==> src/rtl/p1v_board_io.sv <==
`default_nettype none
// ============================================================================
// Module      : p1v_board_io
// Description : Board I/O conditioner sitting between a board top level and
//               the p1v core. It synchronises pad inputs, registers pad
//               drive/enable, produces a clean core reset from the global
//               reset and a board reset request, and drives cog-activity LEDs
//               with pulse stretching and selectable polarity.
//
// Ports
//   clock_160  in   1     sole clock
//   inp_resn   in   1     asynchronous active-low reset for every flop here
//   brd_resn   in   1     board reset request, active-low, asynchronous
//   pad_in     in   PINS  raw pad levels
//   pin_in     out  PINS  synchronised pad levels to the core
//   pin_out    in   PINS  core output levels
//   pin_dir    in   PINS  core direction, 1 = drive
//   pad_out    out  PINS  registered drive level
//   pad_oe     out  PINS  registered output enable (tristate where 0)
//   core_resn  out  1     reset to the core, active-low
//   cogled     in   LEDS  cog active flags (already in clock_160 domain)
//   led_act    out  LEDS  lit while cog active (stretched)
//   led_idle   out  LEDS  lit while cog inactive
//
// Revision    : 1.0  initial release
// ============================================================================
module p1v_board_io #(
    parameter int PINS           = 32,   // number of I/O pins handled
    parameter int SYNC_STAGES    = 2,    // synchroniser depth, must be >= 2
    parameter int LEDS           = 8,    // number of cog LED channels
    parameter int LED_ACTIVE_LOW = 1,    // 1 = LED lit when driven 0
    parameter int STRETCH_BITS   = 20,   // stretch length 2^STRETCH_BITS cycles
    parameter int RESET_HOLD     = 1024  // core reset hold-off in cycles, >= 1
) (
    input  logic            clock_160,
    input  logic            inp_resn,
    input  logic            brd_resn,
    input  logic [PINS-1:0] pad_in,
    output logic [PINS-1:0] pin_in,
    input  logic [PINS-1:0] pin_out,
    input  logic [PINS-1:0] pin_dir,
    output logic [PINS-1:0] pad_out,
    output logic [PINS-1:0] pad_oe,
    output logic            core_resn,
    input  logic [LEDS-1:0] cogled,
    output logic [LEDS-1:0] led_act,
    output logic [LEDS-1:0] led_idle
);

    // ------------------------------------------------------------------------
    // Constants
    // ------------------------------------------------------------------------
    localparam int c_CNT_W = (RESET_HOLD > 1) ? $clog2(RESET_HOLD) : 1;
    localparam logic [c_CNT_W-1:0] c_CNT_LAST = c_CNT_W'(RESET_HOLD - 1);

    localparam logic [STRETCH_BITS-1:0] c_STRETCH_MAX = {STRETCH_BITS{1'b1}};
    localparam logic                    c_LED_POL     = (LED_ACTIVE_LOW != 0);

    // Reset sequencer states
    localparam logic [1:0] c_ST_HOLD   = 2'd0;  // counting down the hold-off
    localparam logic [1:0] c_ST_ASSERT = 2'd1;  // board request active
    localparam logic [1:0] c_ST_RUN    = 2'd2;  // core released

    // ------------------------------------------------------------------------
    // Input path: pad_in synchroniser chain, stage 0 samples the pad
    // ------------------------------------------------------------------------
    logic [SYNC_STAGES-1:0][PINS-1:0] r_pin_sync;

    always_ff @(posedge clock_160 or negedge inp_resn) begin
        if (!inp_resn) begin
            r_pin_sync <= '0;
        end else begin
            r_pin_sync <= {r_pin_sync[SYNC_STAGES-2:0], pad_in};
        end
    end

    assign pin_in = r_pin_sync[SYNC_STAGES-1];

    // ------------------------------------------------------------------------
    // Board reset request synchroniser. Resets to 1 so that a global reset
    // alone never looks like a board request.
    // ------------------------------------------------------------------------
    logic [SYNC_STAGES-1:0] r_brd_sync;
    logic                   w_brd_s;

    always_ff @(posedge clock_160 or negedge inp_resn) begin
        if (!inp_resn) begin
            r_brd_sync <= '1;
        end else begin
            r_brd_sync <= {r_brd_sync[SYNC_STAGES-2:0], brd_resn};
        end
    end

    assign w_brd_s = r_brd_sync[SYNC_STAGES-1];

    // ------------------------------------------------------------------------
    // Reset sequencer
    // ------------------------------------------------------------------------
    logic [1:0]         r_state;
    logic [1:0]         w_state_nxt;
    logic [c_CNT_W-1:0] r_cnt;
    logic [c_CNT_W-1:0] w_cnt_nxt;
    logic               r_core_resn;

    always_comb begin
        w_state_nxt = r_state;
        w_cnt_nxt   = r_cnt;
        case (r_state)
            c_ST_HOLD: begin
                // A fresh request outranks the release so the hold-off is
                // never credited across a request.
                if (!w_brd_s) begin
                    w_state_nxt = c_ST_ASSERT;
                end else if (r_cnt == c_CNT_LAST) begin
                    w_state_nxt = c_ST_RUN;
                end else begin
                    w_cnt_nxt = r_cnt + c_CNT_W'(1);
                end
            end
            c_ST_ASSERT: begin
                if (w_brd_s) begin
                    w_state_nxt = c_ST_HOLD;
                    w_cnt_nxt   = '0;
                end
            end
            c_ST_RUN: begin
                if (!w_brd_s) begin
                    w_state_nxt = c_ST_ASSERT;
                end
            end
            default: begin
                w_state_nxt = c_ST_HOLD;
                w_cnt_nxt   = '0;
            end
        endcase
    end

    // core_resn is loaded from the next state so it is a clean flop output
    // that is high exactly while the sequencer sits in RUN.
    always_ff @(posedge clock_160 or negedge inp_resn) begin
        if (!inp_resn) begin
            r_state     <= c_ST_HOLD;
            r_cnt       <= '0;
            r_core_resn <= 1'b0;
        end else begin
            r_state     <= w_state_nxt;
            r_cnt       <= w_cnt_nxt;
            r_core_resn <= (w_state_nxt == c_ST_RUN);
        end
    end

    assign core_resn = r_core_resn;

    // ------------------------------------------------------------------------
    // Output path. The enable is gated by the registered core reset, so the
    // pads float whenever the core is held in reset.
    // ------------------------------------------------------------------------
    logic [PINS-1:0] r_pad_out;
    logic [PINS-1:0] r_pad_oe;

    always_ff @(posedge clock_160 or negedge inp_resn) begin
        if (!inp_resn) begin
            r_pad_out <= '0;
            r_pad_oe  <= '0;
        end else begin
            r_pad_out <= pin_out;
            r_pad_oe  <= r_core_resn ? pin_dir : '0;
        end
    end

    assign pad_out = r_pad_out;
    assign pad_oe  = r_pad_oe;

    // ------------------------------------------------------------------------
    // LED pulse stretchers, one per cog channel
    // ------------------------------------------------------------------------
    logic [LEDS-1:0] w_lit;

    generate
        for (genvar i = 0; i < LEDS; i++) begin : g_led
            logic [STRETCH_BITS-1:0] r_stretch;
            logic                    r_lit;

            always_ff @(posedge clock_160 or negedge inp_resn) begin
                if (!inp_resn) begin
                    r_stretch <= '0;
                    r_lit     <= 1'b0;
                end else begin
                    // Reload wins over decrement when the cog re-activates.
                    if (cogled[i]) begin
                        r_stretch <= c_STRETCH_MAX;
                    end else if (r_stretch != '0) begin
                        r_stretch <= r_stretch - STRETCH_BITS'(1);
                    end
                    // Uses the count before this edge's update.
                    r_lit <= cogled[i] | (r_stretch != '0);
                end
            end

            assign w_lit[i] = r_lit;
        end
    endgenerate

    assign led_act  = w_lit ^ {LEDS{c_LED_POL}};
    assign led_idle = ~led_act;

endmodule

`default_nettype wire
==> config.mk <==
export PLATFORM = sky130hd
export DESIGN_NAME = p1v_board_io
export DESIGN_NICKNAME = d
export VERILOG_FILES = /design/src/rtl/p1v_board_io.sv
export SDC_FILE = /design/constraint.sdc
export NUM_CORES = 1
export LEC_CHECK = 0
export ABC_AREA = 1
export CORE_MARGIN = 2
export CORE_UTILIZATION = 65
export DETAILED_ROUTE_END_ITERATION = 6
export DONT_BUFFER_PORTS = 1
export GPL_TIMING_DRIVEN = 1
export PLACE_DENSITY = 0.81
export SETUP_SLACK_MARGIN = 0.4
export SLEW_MARGIN = 25
export SYNTH_ARGS = -nofsm -noshare
export SYNTH_HDL_FRONTEND = slang
export SYNTH_SLANG_ARGS = --single-unit
==> constraint.sdc <==
create_clock -name clock_160 -period 3.9 [get_ports clock_160]
set_input_delay 0.78 -clock clock_160 [delete_from_list [all_inputs] [get_ports clock_160]]
set_output_delay 0.78 -clock clock_160 [all_outputs]
set_load 0.005 [all_outputs]
==> flow_metrics.py, run 1 <==
metrics = {
    "outcome": {
        "outcome": "finished with violations",
        "violations": "negative hold slack",
    },
    "clocking": {
        "cts_setup_buffers": 0,
        "cts_max_level": 2,
        "clock_latency_ns": 0.51,
        "clkSinkCount": 311,
        "cts.path.max_buffers": 3,
        "tritoncts": "yes",
        "cts_root_buf": "clkbuf_16",
        "path_clk_slew_ns": 0.06,
        "ctsResizeCount": 0,
        "cts_buffers": 34,
    },
    "critical_path": {
        "cp_slowest_cell": "nor2_1",
        "critPathMostFrequentCell": "nand2_1",
        "cp-start-kind": "register",
        "critPathKind": "register to register",
        "timing.rr.end": "r_cnt[8]",
        "r2r-start": "r_state[0]",
        "worst_setup_path_end_kind": "register",
        "rrSetupSlack_ns": 1.95,
        "arrival_ns": 2.36,
        "worstPathRequired_ns": 4.31,
        "critPathMaxFanout": 20,
        "crit_chain": "nor2_1 > nand2_1 > nand3_1 > nand2_1 > o21ai_1",
        "rr_worst_depth": 5,
        "critPathMaxStageDelay_ns": 0.55,
    },
    "global_route": {
        "grt_max_degree": 312,
        "antenna_found_initial": 7,
        "grt_overflow": 0,
        "first_global_vias": 10967,
        "grtUsageTotal_pct": 26.9,
        "grt_pass1_wl_um": 52700,
    },
    "finish": {
        "drive_gt1_share_pct": 6.13,
        "fill_cells": 1784,
        "fin_nets": 1928,
        "register_area_um2": 7780,
        "fin_cells": 2117,
        "area_growth_pct": 7.39,
        "multi_input_area_um2": 5710,
    },
    "timing": {
        "holdWs_ns": -0.0169,
        "skew_ns": 0.0168,
        "tns_ns": 0,
        "rsz0062_at_grt": "false",
        "hold_viol_final": 62,
        "setup_slack_ns": 1.95,
        "setup_viol": 0,
        "final_max_slew_viol_count": 0,
        "max_clock_freq_ghz": 0.513,
        "finalCritPeriodShare_pct": 50.0,
        "post-route-min-period_ns": 1.95,
        "tightest_slew_ns": 0.691,
        "relSlewSlack_pct": 53.8,
    },
    "power": {
        "p_leak_nw": 7.12,
        "pwr_density_cell_nw_per_um2": 421,
        "ir_drop_uv": 397,
    },
    "floorplan": {
        "ios": 220,
        "dieWidth_um": 155,
        "die_h_um": 155,
        "core_um2": 22600,
        "die_area_um2": 24100,
        "initial_core_util_pct": 65.9,
        "num_rows": 55,
    },
    "synth": {
        "ys_ff_latch": 311,
        "synth_cell_types": 44,
        "syn-num-nets": 1956,
        "ys_top_cells_by_area": "dfrtp_1 (52%), nand2_1 (11%), nor2_1 (7.1%)",
        "synthTopCellsByCount": "nand2_1 (432), dfrtp_1 (309), nor2_1 (283)",
        "netlist_area_um2": 14900,
        "synth_largest_area_cell": "dfrtp_1",
        "syn_area_per_cell_um2": 8.11,
        "ys_seq_area_share_pct": 52.4,
        "ys_async_sr_fraction_pct": 100,
        "synthFlopType": "dfrtp_1",
        "yosys_warnings": 0,
        "synthCells": 1832,
        "synth_top_area_share_pct": 52.0,
        "yosysMostFrequentCell": "nand2_1",
        "synth_edf_count": 0,
    },
    "drt": {
        "routed_wl_um": 31800,
        "route.detailed.drc": 0,
        "viasPerCell": 5.50,
        "first_pass_iters": 5,
        "vias": 11639,
        "drt_iter0_drc": 736,
        "ant_nets": 0,
        "wl_per_cell_um": 15.0,
    },
    "placement": {
        "place_ws_ns": 1.66,
        "place.gp.congestion": 0.956,
        "dp_hpwl_um": 22700,
        "place_inst": 2053,
        "portBuffers": 0,
    },
    "flow_run": {
        "maxCapViolCount": 0,
    },
    "min_path": {
        "hp-class": "input port to asynchronous set/reset pin",
    },
}
==> kinds of logic (layout without fill, tap and decap cells) <==
| family | count (synthesis) | in the layout | synth area share [%] |
|---|---|---|---|
| adders and majority gates | 17 | 17 | 1.43 |
| AOI/OAI and AO/OA | 126 | 126 | 4.60 |
| xor gates and xnor gates | 18 | 18 | 1.06 |
| DFF | 311 | 311 | 52.4 |
| buffers and inverters | 319 | 315 | 9.23 |
| and+or+nand+nor | 1041 | 1041 | 31.3 |
| other | 0 | 4 | 0 |
==> report_power, final <==
part	internal, mW	switching [mW]	total (mW)
clock	2.00	1.25	3.26
combinational	0.0351	0.0792	0.114
sequential	3.30	0.0525	3.36
==> area by class of cell <==
| type | count | area share (%) |
|---|---|---|
| sequential | 311 | 48.8 |
| timing repair buffer | 1 | 0.0470 |
| clock inverter | 17 | 1.43 |
| antenna | 4 | 0.0627 |
| tap | 285 | 2.23 |
| inverter | 254 | 5.97 |
| clock buffer | 43 | 5.74 |
| multi-input combinational | 1202 | 35.8 |
==> sequential cells by signal, summed over array words and instances, names as in the netlist <==
register and cells:
pad_oe 32, r_state 2, r_cnt 10, pad_out 32, r_pin_sync 32, r_brd_sync 2
g_led.r_lit 8, g_led.r_stretch 160, pin_in 32, core_resn 1
==> worst max-delay path by stage <==
stage,startpoint,end,slack (ns),depth (start not counted)
after floorplan,cogled[4],g_led[4].r_stretch[7],2.22,6
after global placement,cogled[7],g_led[7].r_stretch[9],1.72,3
after detailed placement,cogled[7],g_led[7].r_stretch[9],1.66,3
after CTS,r_state[1],r_cnt[8],1.94,5
after global routing,r_cnt[0],r_cnt[1],1.68,9
final,r_state[0],r_cnt[8],1.95,5
==> cell usage in the layout (no fill, tap or decap), drive strengths merged, types with 8 or more instances in the layout <==
master,n
nand4,46
xor2,11
a21oi,38
o21ai,68
clkbuf,43
nor3,21
nand3b,41
o211ai,12
dfrtp,309
nand3,172
nor2,308
or2,10
clkinv,8
ha,17
nand2,436
inv,254
==> worst max-delay path: cells and delay by family, from the launching register on <==
kind | cells | cell delay, ns
AO/OA/AOI/OAI | 1 | 0.10
flip-flops | 1 | 0.39
AND/OR/NAND/NOR | 4 | 1.36
==> metrics by stage <==
step,instance area (um^2),util [%],total power [mW]
after floorplan,14900,-,3.52
after global placement,14800,65.6,3.52
after detailed placement,14800,65.6,3.53
after CTS,16000,70.7,6.80
after global routing,16000,70.7,6.96
final,16000,70.7,6.73
==> per-layer routing <==
metal  track usage (%)  wire [um]  vias up  part of all wire [%]
met5                 0         23        -                 0.072
li1                  -          -     5703                     -
met2              43.2      14800      427                    46
met3              5.96       2500       78                   7.9
met1              36.5      13600     5427                    43
met4              9.39        890        4                   2.8
Power figures use the tool's default switching activity.
==> run 2, diff against run 1 <==
--- a/config.mk
+++ b/config.mk
@@ -7,11 +7,11 @@
 export LEC_CHECK = 0
 export ABC_AREA = 1
 export CORE_MARGIN = 2
-export CORE_UTILIZATION = 65
+export CORE_UTILIZATION = 64
 export DETAILED_ROUTE_END_ITERATION = 6
 export DONT_BUFFER_PORTS = 1
 export GPL_TIMING_DRIVEN = 1
-export PLACE_DENSITY = 0.81
+export PLACE_DENSITY = 0.8
 export SETUP_SLACK_MARGIN = 0.4
 export SLEW_MARGIN = 25
 export SYNTH_ARGS = -nofsm -noshare
==> constraint.sdc (replaced) <==
create_clock -name clock_160 -period 2.03 [get_ports clock_160]
set_input_delay 0.406 -clock clock_160 [delete_from_list [all_inputs] [get_ports clock_160]]
set_output_delay 0.406 -clock clock_160 [all_outputs]
set_load 0.005 [all_outputs]
==> run 2 against run 1 <==
Effect of this change:
- the flow finishes with violations (design-rule violations, negative hold slack)
- sequential share of layout area down 4.6 points
- count of clock-buffer cells in the layout up 5
- critical path type unchanged
- non-clock buffer count up 124
- core utilization up 6.8 points
- routed wire length up 15%
- die area up 1.5%
- sequential cell count unchanged
- design area up 10%
==> flow_metrics.py, run 2 (synthesis gave the netlist of run 1 again) <==
metrics = {
    "critical_path": {
        "critPathMaxFanout": 4,
        "worstPathRequired_ns": 2.38,
        "r2r-start": "g_led[0].r_stretch[2]",
        "cp-start-kind": "register",
        "worstSetupStartpoint": "g_led[0].r_stretch[2]",
        "critPathKind": "register to register",
        "arrival_ns": 2.05,
        "rr_worst_depth": 7,
        "worst_setup_path_end_kind": "register",
    },
    "global_route": {
        "grt_overflow": 0,
        "antenna_found_initial": 2,
        "grtUsageTotal_pct": 29.2,
        "grt_pass1_wl_um": 57700,
        "grt_max_degree": 312,
        "first_global_vias": 12026,
    },
    "placement": {
        "portBuffers": 0,
        "placed_cell_area_um2": 14900,
        "dp_hpwl_um": 24000,
        "place_ws_ns": 0.293,
        "place.gp.congestion": 0.954,
    },
    "timing": {
        "setup_slack_ns": 0.328,
        "skew_ns": 0.0109,
        "finalCritPeriodShare_pct": 83.8,
        "tns_ns": 0,
        "hold_viol_final": 309,
        "max_clock_freq_ghz": 0.588,
        "setup_viol": 0,
        "tightest_slew_ns": 0.667,
        "rsz0062_at_grt": "true",
        "post-route-min-period_ns": 1.70,
        "relSlewSlack_pct": 55.5,
        "holdWs_ns": -0.397,
        "final_max_slew_viol_count": 0,
    },
    "clocking": {
        "cts.path.max_buffers": 3,
        "cts_max_level": 2,
        "cts_buffers": 34,
        "path_clk_slew_ns": 0.05,
        "clkSinkCount": 311,
        "clock_latency_ns": 0.51,
        "tritoncts": "yes",
        "cts_root_buf": "clkbuf_16",
    },
    "finish": {
        "drive_gt1_share_pct": 12.1,
        "fin_nets": 2053,
        "largest_register_ffs": 160,
        "regMostFlops": "g_led.r_stretch",
        "fin_util_pct": 77.5,
        "fill_cells": 1565,
        "mostFrequentLayoutCells": "nand2_1 (418), dfrtp_1 (309), nor2_1 (239), inv_1 (234), nand3_1 (164)",
        "area_growth_pct": 18.5,
        "fin_area_um2": 17600,
        "final_common_cell": "nand2_1",
    },
    "floorplan": {
        "die_area_um2": 24500,
        "initial_core_util_pct": 65.5,
        "core_um2": 22700,
        "ios": 220,
        "die_h_um": 156,
        "num_rows": 55,
        "dieWidth_um": 156,
    },
    "drt": {
        "ant_nets": 0,
        "met3WireLength_um": 2630,
        "wl_per_cell_um": 16.2,
        "wl_met1_um": 14700,
        "top_layer": "met4",
        "viasPerCell": 5.57,
        "vias": 12484,
        "drt_iter0_drc": 1040,
        "wl_met2_um": 17900,
        "route.detailed.drc": 1,
        "routed_wl_um": 36400,
        "first_pass_iters": 7,
    },
    "flow_run": {
        "maxCapViolCount": 0,
    },
    "outcome": {
        "outcome": "finished with violations",
        "violations": "design-rule violations, negative hold slack",
    },
    "power": {
        "p_leak_nw": 7.81,
        "pwr_density_cell_nw_per_um2": 758,
        "ir_drop_uv": 739,
    },
    "min_path": {
        "hp-class": "input port to asynchronous set/reset pin",
    },
}
==> run 2: per-stage QoR <==
step / power (mW) / instances
floorplan: 6.76 / 1832
global placement: 6.78 / 2064
detailed placement: 6.79 / 2064
CTS: 13.4 / 2218
global route: 13.8 / 2241
finish: 13.3 / 2242
==> run 2: what timing repair did <==
item | 4_1_cts | 5_1_grt
hold endpoints to repair | 399 | 313
endpoints found under the setup margin | 51 | 134
resized for setup | 17 | 111
buffers inserted | 6 | 16
gates cloned | 0 | 3
pin swaps | 2 | 11
hold buffers | 87 | 2
==> run 2: worst max-delay path: stages, from the launching register on <==
cell     delay, ns
dfrtp_1       0.46
nor2_1        0.15
nand2_1       0.10
inv_1         0.14
nand2_1       0.11
nor3_1        0.32
or2_1         0.19
nand3_1       0.09
==> run 2: cell type report <==
class,instances,area [um^2],area share [%]
antenna,3,7.51,0.0426
timing repair buffer,125,1170,6.64
multi-input combinational,1203,6130,34.8
inverter,254,961,5.46
sequential,311,7780,44.2
clock buffer,48,1030,5.83
tap,285,357,2.02
clock inverter,13,171,0.973
==> run 2: where the power goes <==
group / switching (mW) / internal (mW)
Combinational: 0.213 / 0.213
Clock: 2.42 / 4.04
Sequential: 0.109 / 6.35
Total: 2.74 / 10.6
==> run 2: worst paths after layout <==
| check | to | slack, ns |
|---|---|---|
| max | g_led[0].r_stretch[13] | 0.33 |
| min | pad_out[8] | -0.40 |
| max reg2reg | g_led[0].r_stretch[13] | 0.33 |
| min reg2reg | pin_in[23] | 0.34 |
| max in group asynchronous | pad_out[29] | 1.86 |
| min in group clock_160 | g_led[7].r_stretch[4] | 0.01 |
==> run 2: per-layer routing <==
layer / up-vias / GRT usage (%)
met3: 104 / 5.82
met1: 5930 / 38.8
li1: 5945 / -
met2: 505 / 48.0
met5: - / 0
met4: 0 / 10.6
==> run 3, diff against run 2 <==
==> constraint.sdc (replaced) <==
create_clock -name clock_160 -period 1.6 [get_ports clock_160]
set_input_delay 0.32 -clock clock_160 [delete_from_list [all_inputs] [get_ports clock_160]]
set_output_delay 0.32 -clock clock_160 [all_outputs]
set_load 0.005 [all_outputs]
==> run 3 against run 2 <==
Effect of this change:
- the flow now stops in global routing
- synthesized cell count is the same
- area after synthesis is the same
==> flow_metrics.py, run 3 <==
metrics = {
    "outcome": {
        "error_line": "[ERROR GRT-0232] Routing congestion too high. Check the congestion heatmap in the GUI.",
        "outcome": "stopped before the end",
        "failing_step": "global routing",
    },
    "floorplan": {
        "num_rows": 55,
        "initial_core_util_pct": 65.5,
        "ios": 220,
        "die_h_um": 156,
        "dieWidth_um": 156,
    },
    "clocking": {
        "cts_max_level": 2,
        "cts_root_buf": "clkbuf_16",
        "cts.path.max_buffers": 3,
        "cts_buffers": 34,
        "clkSinkCount": 311,
    },
    "timing": {
        "worst_endpoint": "g_led[2].r_stretch[6]$_DFFE_PN0P_/D",
        "worst_endpoint_kind": "sequential cell input",
    },
    "synth": {
        "ys_top_cells_by_area": "dfrtp_1 (52%), nand2_1 (11%), nor2_1 (7.1%)",
        "syn_area_per_cell_um2": 8.11,
        "yosys_warnings": 0,
        "synth_largest_area_cell": "dfrtp_1",
        "ys_ff_latch": 311,
        "synth_cell_types": 44,
        "synthFlopType": "dfrtp_1",
        "netlist_area_um2": 14900,
        "synth_top_area_share_pct": 52.0,
        "synth_edf_count": 0,
        "ys_seq_area_share_pct": 52.4,
        "syn-num-nets": 1956,
        "synthCells": 1832,
        "synthTopCellsByCount": "nand2_1 (432), dfrtp_1 (309), nor2_1 (283)",
        "ys_async_sr_fraction_pct": 100,
        "yosysMostFrequentCell": "nand2_1",
    },
    "global_route": {
        "grt_overflow": 1353,
        "grt_max_degree": 312,
        "grtUsageTotal_pct": 95.8,
    },
    "placement": {
        "place.gp.congestion": 0.939,
        "dp_hpwl_um": 23100,
        "portBuffers": 0,
    },
}
[run 3: cell counts after synthesis]
Identical to the previous run, type by type.
[run 3: cell families after synthesis]
group,count (synthesis),synth area share [%]
and+or+nand+nor,1041,31.3
buffers and inverters,319,9.23
DFF,311,52.4
AOI/OAI and AO/OA,126,4.60
xor gates and xnor gates,18,1.06
adders and majority gates,17,1.43
[run 3: stage by stage]
step | cell area [um^2] | std cells | setup WS (ns)
global placement | 15700 | 2092 | 0.126
CTS | 20000 | 2378 | 0.146
floorplan | 15500 | 1832 | 0.170
detailed placement | 15700 | 2092 | 0.0585
[run 3: repair_timing]
item                                   CTS
endpoints found under the hold margin  462
setup buffers                          115
pin swaps                              120
setup endpoints to repair              292
hold buffers                           104
gates resized for setup                319
cloned                                   6
[run 3: per-layer routing]
| layer | GRT overflow | global-route usage (%) |
|---|---|---|
| met1 | 19 | 86.2 |
| met2 | 821 | 116 |
| met3 | 34 | 77.7 |
| met4 | 468 | 115 |
| met5 | 11 | 53.0 |
==> run 4, diff against run 3 <==
--- a/config.mk
+++ b/config.mk
@@ -7,12 +7,11 @@
 export LEC_CHECK = 0
 export ABC_AREA = 1
 export CORE_MARGIN = 2
-export CORE_UTILIZATION = 64
+export CORE_UTILIZATION = 40
 export DETAILED_ROUTE_END_ITERATION = 6
 export DONT_BUFFER_PORTS = 1
 export GPL_TIMING_DRIVEN = 1
-export PLACE_DENSITY = 0.8
-export SETUP_SLACK_MARGIN = 0.4
+export PLACE_DENSITY_LB_ADDON = 0.15
 export SLEW_MARGIN = 25
 export SYNTH_ARGS = -nofsm -noshare
 export SYNTH_HDL_FRONTEND = slang
==> run 4 against run 3 <==
Effect of this change:
- the flow now finishes, with violations (negative hold slack)
==> flow_metrics.py, run 4 (synthesis gave the netlist of run 1 again) <==
metrics = {
    "finish": {
        "regMostFlops": "g_led.r_stretch",
        "mostFrequentLayoutCells": "nand2_1 (420), dfrtp_1 (309), nor2_1 (244), inv_1 (236), nand3_1 (165)",
        "drive_gt1_share_pct": 14.4,
        "final_common_cell": "nand2_1",
        "antenna_cells": 0,
        "fin_nets": 2136,
        "largest_register_ffs": 160,
        "area_growth_pct": 24.6,
    },
    "critical_path": {
        "crit_chain": "nor2_1 > nand2_1 > nor2_4 > buf_4 > nand4_2 > buf_4",
        "critPathMaxFanout": 6,
        "worstPathBufferInverterCount": 2,
        "rrSetupSlack_ns": 0.07,
        "critPathKind": "register to register",
        "r2r-start": "g_led[5].r_stretch[11]",
        "cp-start-kind": "register",
        "worstPathRequired_ns": 2.04,
        "arrival_ns": 1.97,
        "rr_worst_depth": 6,
        "critPathMaxStageDelay_ns": 0.42,
        "timing.rr.end": "g_led[5].r_lit",
        "cp_top_family": "simple AND/OR/NAND/NOR gates",
        "cp_slowest_cell": "dfrtp_1",
        "critPathMostFrequentCell": "buf_4",
        "worst_setup_path_end_kind": "register",
        "worstSetupStartpoint": "g_led[5].r_stretch[11]",
    },
    "timing": {
        "final_max_slew_viol_count": 0,
        "skew_ns": 0.0157,
        "post-route-min-period_ns": 1.53,
        "setup_slack_ns": 0.0695,
        "setup_viol": 0,
        "relSlewSlack_pct": 36.9,
        "hold_viol_final": 309,
        "max_clock_freq_ghz": 0.653,
        "holdWs_ns": -0.529,
        "finalCritPeriodShare_pct": 95.7,
        "rsz0062_at_grt": "true",
        "tightest_slew_ns": 0.946,
    },
    "clocking": {
        "path_clk_slew_ns": 0.06,
        "clock_latency_ns": 0.54,
        "cts_buffers": 38,
        "cts_root_buf": "clkbuf_16",
        "cts_hold_buffers": 105,
        "clkSinkCount": 311,
        "tritoncts": "yes",
        "cts_max_level": 2,
        "cts.path.max_buffers": 3,
    },
    "drt": {
        "vias": 12207,
        "ant_nets": 0,
        "viasPerCell": 4.87,
        "routed_wl_um": 35000,
        "first_pass_iters": 4,
        "wl_per_cell_um": 14.0,
        "route.detailed.drc": 0,
        "drt_iter0_drc": 592,
    },
    "placement": {
        "dp_hpwl_um": 23700,
        "portBuffers": 0,
        "place_ws_ns": -0.0126,
        "place.gp.congestion": 0.869,
    },
    "global_route": {
        "grt_overflow": 0,
        "grt_pass1_wl_um": 58500,
        "antenna_found_initial": 0,
        "grt_max_degree": 312,
        "first_global_vias": 12069,
        "grtUsageTotal_pct": 18.4,
    },
    "power": {
        "pwr_density_cell_nw_per_um2": 980,
        "power_mw": 18.2,
        "p_leak_nw": 8.20,
        "ir_drop_uv": 785,
    },
    "outcome": {
        "outcome": "finished with violations",
        "violations": "negative hold slack",
    },
    "floorplan": {
        "initial_core_util_pct": 40.6,
        "num_rows": 70,
        "ios": 220,
        "core_um2": 36600,
        "die_h_um": 197,
        "dieWidth_um": 197,
        "die_area_um2": 38700,
    },
    "flow_run": {
        "maxCapViolCount": 0,
    },
    "min_path": {
        "hp-class": "input port to asynchronous set/reset pin",
    },
}
-- run 4: through the flow --
| step | util, % | instances | cell area [um^2] | TNS (ns) | hold slack [ns] |
|---|---|---|---|---|---|
| finish | 50.6 | 2508 | 18500 | 0 | -0.529 |
| global route | 50.6 | 2508 | 18500 | -0.238 | -0.558 |
| CTS | 49.6 | 2497 | 18200 | 0 | -0.558 |
| detailed placement | 42.9 | 2323 | 15700 | -0.0213 | 0.0312 |
| global placement | 42.9 | 2323 | 15700 | -0.0287 | 0.0302 |
| floorplan | - | 1832 | 14900 | 0 | 0.0244 |
-- run 4: worst register-to-register path, delay by kind of cell (launching register included) --
kind / cells / cell delay [ns]
simple gates: 4 / 0.66
flops: 1 / 0.42
buf+inv: 2 / 0.36
-- run 4: final cells by class --
class / instances / area [um^2]
well taps: 468 / 586
clock inverters: 23 / 339
inverters: 254 / 956
multi-input cells: 1203 / 5980
fillers: 3401 / 18100
clock buffers: 45 / 1050
flip-flops and latches: 311 / 7780
repair buffers: 204 / 1830
-- run 4: worst max-delay path by stage --
stage          slack, ns  cells after the start                endpoint
2_1_floorplan       0.05                      7  g_led[0].r_stretch[14]
3_3_place_gp       -0.02                      8  g_led[1].r_stretch[10]
3_5_place_dp       -0.01                      7   g_led[2].r_stretch[1]
4_1_cts            0.008                      9  g_led[0].r_stretch[18]
5_1_grt            -0.06                      8  g_led[6].r_stretch[17]
6_report            0.07                      6          g_led[5].r_lit
-- run 4: power breakdown --
part           leakage (nW)  total (mW)  internal, mW  switching, mW
Clock                 0.658        9.39          6.00           3.40
Sequential             3.26        8.17          8.06          0.117
Combinational          4.28       0.586         0.311          0.275
Total                  8.20        18.2          14.4           3.79
-- run 4: timing repair --
item	4_1_cts	5_1_grt
endpoints found under the setup margin	7	143
gates resized for setup	3	89
endpoints found under the hold margin	464	311
setup buffers	1	9
pin swaps	0	15
gates cloned	0	2
-- run 4: per-layer routing --
metal | share of wire [%] | GRT usage, % | wire [um]
met5 | 0 | 0 | 0
met2 | 48 | 30.6 | 16700
met3 | 4.3 | 3.34 | 1510
met1 | 45 | 23.8 | 15700
met4 | 3.1 | 7.44 | 1070
